### src/rtl/sp_sram_coeff_ctrl.sv
// rtl/sp_sram_coeff_ctrl.sv - coefficient SRAM initiator: host write forwarding and indexed read sweep
module sp_sram_coeff_ctrl #(
    parameter int DEPTH = 10,
    parameter int DW    = 16,
    parameter int AW    = 4
) (
    input  logic          iClk_12M,
    input  logic          iRsn,
    input  logic          iCoeffUpdateFlag,
    input  logic          iWrEn,
    input  logic [AW-1:0] iWrAddr,
    input  logic [DW-1:0] iWrDt,
    input  logic          iStart,
    output logic          oCsnRam,
    output logic          oWrnRam,
    output logic [AW-1:0] oAddrRam,
    output logic [DW-1:0] oWrDtRam,
    input  logic [DW-1:0] iRdDtRam,
    output logic [DW-1:0] oCoeff,
    output logic [AW-1:0] oCoeffIdx,
    output logic          oCoeffValid,
    output logic          oBusy,
    output logic          oDone,
    output logic          oWrErr
);

    typedef enum logic [1:0] {
        S_IDLE = 2'd0,
        S_READ = 2'd1,
        S_DONE = 2'd2
    } state_t;

    localparam logic [AW-1:0] LAST = AW'(DEPTH - 1);

    state_t        r_state;
    logic [AW-1:0] r_rd_cnt;
    logic [AW-1:0] r_rd_idx;
    logic          r_rd_pend;
    logic          r_wr_err;

    logic w_start;
    logic w_addr_ok;
    logic w_wr_acc;
    logic w_rd_act;

    assign w_start   = iStart & ~iCoeffUpdateFlag;
    assign w_addr_ok = (iWrAddr <= LAST);
    assign w_wr_acc  = (r_state == S_IDLE) & iCoeffUpdateFlag & iWrEn & w_addr_ok;
    assign w_rd_act  = (r_state == S_READ);

    // SRAM read data arrives one edge after the address, so valid/index trail the read by one cycle
    always_ff @(posedge iClk_12M or negedge iRsn) begin
        if (!iRsn) begin
            r_state   <= S_IDLE;
            r_rd_cnt  <= '0;
            r_rd_idx  <= '0;
            r_rd_pend <= 1'b0;
            r_wr_err  <= 1'b0;
        end else begin
            r_rd_pend <= w_rd_act;
            r_rd_idx  <= r_rd_cnt;
            r_wr_err  <= iWrEn & ~w_wr_acc;
            case (r_state)
                S_IDLE: begin
                    if (w_start) begin
                        r_state  <= S_READ;
                        r_rd_cnt <= '0;
                    end
                end
                S_READ: begin
                    if (r_rd_cnt == LAST) begin
                        r_state <= S_DONE;
                    end else begin
                        r_rd_cnt <= r_rd_cnt + 1'b1;
                    end
                end
                S_DONE: begin
                    if (w_start) begin
                        r_state  <= S_READ;
                        r_rd_cnt <= '0;
                    end else begin
                        r_state <= S_IDLE;
                    end
                end
                default: r_state <= S_IDLE;
            endcase
        end
    end

    // SRAM strobes are forced inactive while reset is low, independent of the write inputs
    assign oCsnRam  = ~iRsn | ~(w_rd_act | w_wr_acc);
    assign oWrnRam  = ~iRsn | ~w_wr_acc;
    assign oAddrRam = !iRsn    ? '0 :
                      w_rd_act ? r_rd_cnt :
                      w_wr_acc ? iWrAddr : '0;
    assign oWrDtRam = (iRsn & w_wr_acc) ? iWrDt : '0;

    assign oCoeff      = r_rd_pend ? iRdDtRam : '0;
    assign oCoeffIdx   = r_rd_idx;
    assign oCoeffValid = r_rd_pend;
    assign oBusy       = (r_state != S_IDLE);
    assign oDone       = (r_state == S_DONE);
    assign oWrErr      = r_wr_err;

endmodule
### config.mk
export PLATFORM = sky130hd
export DESIGN_NAME = sp_sram_coeff_ctrl
export DESIGN_NICKNAME = d
export VERILOG_FILES = /design/src/rtl/sp_sram_coeff_ctrl.sv
export SDC_FILE = /design/constraint.sdc
export NUM_CORES = 1
export LEC_CHECK = 0
export CAP_MARGIN = 20
export CORE_MARGIN = 2
export CORE_UTILIZATION = 30
export DETAILED_ROUTE_END_ITERATION = 6
export PLACE_DENSITY = 0.88
export SYNTH_ARGS = -nofsm -noshare
export SYNTH_HDL_FRONTEND = slang
export SYNTH_SLANG_ARGS = --single-unit
### constraint.sdc
create_clock -name iClk_12M -period 3.55 [get_ports iClk_12M]
set_input_delay 0.71 -clock iClk_12M [delete_from_list [all_inputs] [get_ports iClk_12M]]
set_output_delay 0.71 -clock iClk_12M [all_outputs]
set_load 0.01 [all_outputs]
==> metrics.txt, run 1 <==
CP most frequent cell clkdlybuf4s50_1; unrepaired setup endpoints after global routing false; register area 300 sq um; slew margin rel. 75.8%; Buf+Inv Stages, Crit Path 2; CTS Buffer Depth 2; max-slew violation count 0; layout cells sized above 1 5.14%; Vias/cell 4.59; critical path fanouts, max 17; Worst Setup End Kind primary output; critical-path cell list clkdlybuf4s50_1 -> o21ai_0 -> and3_2 -> and2_1 -> clkdlybuf4s50_1; die height 55.5 microns; sequential share of the synthesized area 37.7%; fmax 0.303 GHz; Final Cycle Share 92.8%; std cell rows 18; nets@finish 219; worst min-delay path class flip-flop to flip-flop; hold buffers post-CTS 0; clk sink count 12; initial antenna violation count 0; Worst VDD drop 0.000398 V; Top delay family on crit path buffers and inverters; slowest stage delay, CP 0.55 ns; clock skew 0.00346 ns; final wirelength 3.14 mm; PnR Total Power 863 uW; worst skew pair latency 0.27 ns; slowest CP cell clkdlybuf4s50_1; Congestion Overflow GR 0; Clk pin slew, worst setup/hold paths 0.07 ns; ANT cells 0; WS Path Type primary input to primary output; Syn. warnings 0; Boundary Pins 87; HPWL after detailed placement 2.67 mm; Startpoint Class primary input; #FFs+latches synth 12; # DRC 0; vias 940; drt wl/cell 15.3 microns; mean area per synthesized cell 9.15 sq um; TritonRoute pass-1 iters 4; required time of the critical path 2.84 ns; Pleak 0.698 nW; first-pass GRT wire length 4.82 mm; DRT iter0 DRCs 27; Layout Area Growth over Synthesis 115%; mapped cell area 796 sq um; final hold violations 0; CTS H-Tree Depth 1; CTS Buf Count 3; Final ANT Viol Nets 0; Worst-Margin Slew 0.360 ns; Total Routing Usage GR 20.1%; Setup violations, final 0; largest net degree at the start of global routing 18; vias in the first global route 884; die area 3080 sq um; Die Wd 55.5 microns; post-CTS setup buffers 0; WP data arrival 2.59 ns; status finished, final reports clean; post-route setup TNS 0 ns; fillers 196; CTS tree yes; post-synth cell types 22; post-cts resize count 0; Placer Congestion 0.892; Multi-input gate area 452 sq um; Starting Density 31.8%; # Max-Cap Violations 0; post-synth net total 130; core region area 2500 sq um; Syn Inst Count 87; PD cells 504 nW/um^2; Buffers on Ports 86; post-layout min period 3.30 ns; Root Driver clkbuf_4
==> report_power, final <==
| group | internal [mW] | switching [mW] | total (mW) |
|---|---|---|---|
| registers | 0.190 | 0.0683 | 0.258 |
| clock network | 0.0623 | 0.0449 | 0.107 |
| logic | 0.299 | 0.198 | 0.497 |
| total | 0.552 | 0.311 | 0.863 |
==> routing by layer <==
| metal | wire length [microns] | share of wire, % | vias up | GRT usage [%] |
|---|---|---|---|---|
| met5 | 0 | 0 | - | 0 |
| met4 | 12 | 0.38 | 0 | 5.23 |
| met3 | 206 | 6.6 | 2 | 3.98 |
| met2 | 1480 | 47 | 51 | 31.6 |
| met1 | 1450 | 46 | 424 | 28.0 |
| li1 | - | - | 463 | - |
==> path summary, 6_finish.rpt <==
| check | start | endpoint | slack [ns] | depth (start not counted) |
|---|---|---|---|---|
| max | iWrAddr[1] | oWrDtRam[15] | 0.25 | 5 |
| min | r_rd_cnt[3]$_DFFE_PN0P_ | oCoeffIdx[3]$_DFF_PN0_ | 0.47 | 0 |
| max reg2reg | r_state[0]$_DFFE_PN0P_ | r_rd_cnt[1]$_DFFE_PN0P_ | 2.19 | 4 |
| min reg2reg | r_rd_cnt[3]$_DFFE_PN0P_ | oCoeffIdx[3]$_DFF_PN0_ | 0.47 | 0 |
| min in group asynchronous | iRsn | r_state[1]$_DFFE_PN0P_ | 0.78 | 2 |
| max in group asynchronous | iRsn | oCoeffIdx[1]$_DFF_PN0_ | 2.60 | 2 |
==> sequential cells by signal (all words and copies together) (netlist names) <==
| name | flops |
|---|---|
| oCoeffValid | 1 |
| oCoeffIdx | 4 |
| r_state | 2 |
| oWrErr | 1 |
| r_rd_cnt | 4 |
==> cell families after synthesis <==
family | count (synthesis) | share of synthesized area (%)
buffers and inverters | 8 | 5.66
muxes | 3 | 3.77
AOI/OAI and AO/OA | 9 | 7.86
adders and majority gates | 2 | 3.14
and+or+nand+nor | 53 | 41.8
DFF | 12 | 37.7
==> Yosys cell counts <==
cell type	n	share of area, %
and2_1	33	26
dfrtp_1	12	38
nor2b_1	6	4.7
nand2_1	5	2.4
a32oi_1	4	4.4
inv_1	4	1.9
mux2i_1	3	3.8
o21ai_0	3	1.9
buf_6	2	2.8
ha_1	2	3.1
nand2b_1	2	1.6
a21boi_0	1	0.94
and3_1	1	0.79
and4bb_4	1	2.0
clkbuf_1	1	0.47
clkinv_1	1	0.47
nand4_1	1	0.79
nand4b_1	1	1.1
nor3_1	1	0.63
o21ai_1	1	0.63
or2_2	1	0.79
or3b_2	1	1.1
==> stage by stage <==
step                      setup slack [ns]  hold slack (ns)  utilization (%)  cell area [sq um]  cells
final                                0.255            0.468             68.5               1710    205
after global routing                0.0853            0.521             68.5               1710    205
after CTS                            0.108            0.477             68.5               1710    205
after detailed placement             0.115            0.459             67.0               1680    201
after global placement               0.251            0.458             67.0               1680    201
after floorplan                       1.30            0.412                -                796     87
==> layout by cell type, fill, tap and decap left out <==
master            n
clkdlybuf4s50_1  86
and2_1           33
dfrtp_1          12
nor2b_1           6
nand2_1           5
inv_1             4
a32oi_1           4
o21ai_0           3
mux2i_1           3
clkbuf_4          3
nand2b_1          2
ha_1              2
and4bb_4          1
and3_2            1
clkinv_1          1
or2_2             1
or3b_2            1
nand4_1           1
nand4b_1          1
a21boi_0          1
o21ai_1           1
nor3_1            1
clkbuf_8          1
buf_4             1
==> area by class of cell <==
type	count	share of cell area (%)
multi-input cells	67	26.4
repair buffers	87	50.7
inverters	5	1.10
well taps	30	2.19
flip-flops and latches	12	17.5
clock buffers	4	2.12
Power figures use the tool's default switching activity.
==> inputs of run 2 (changes only) <==
Settings changed: SKIP_LAST_GASP set to 1, TNS_END_PERCENT set to 5.
==> results of run 2 <==
Same layout as run 1: the final DEF is identical, and so are final timing and power.
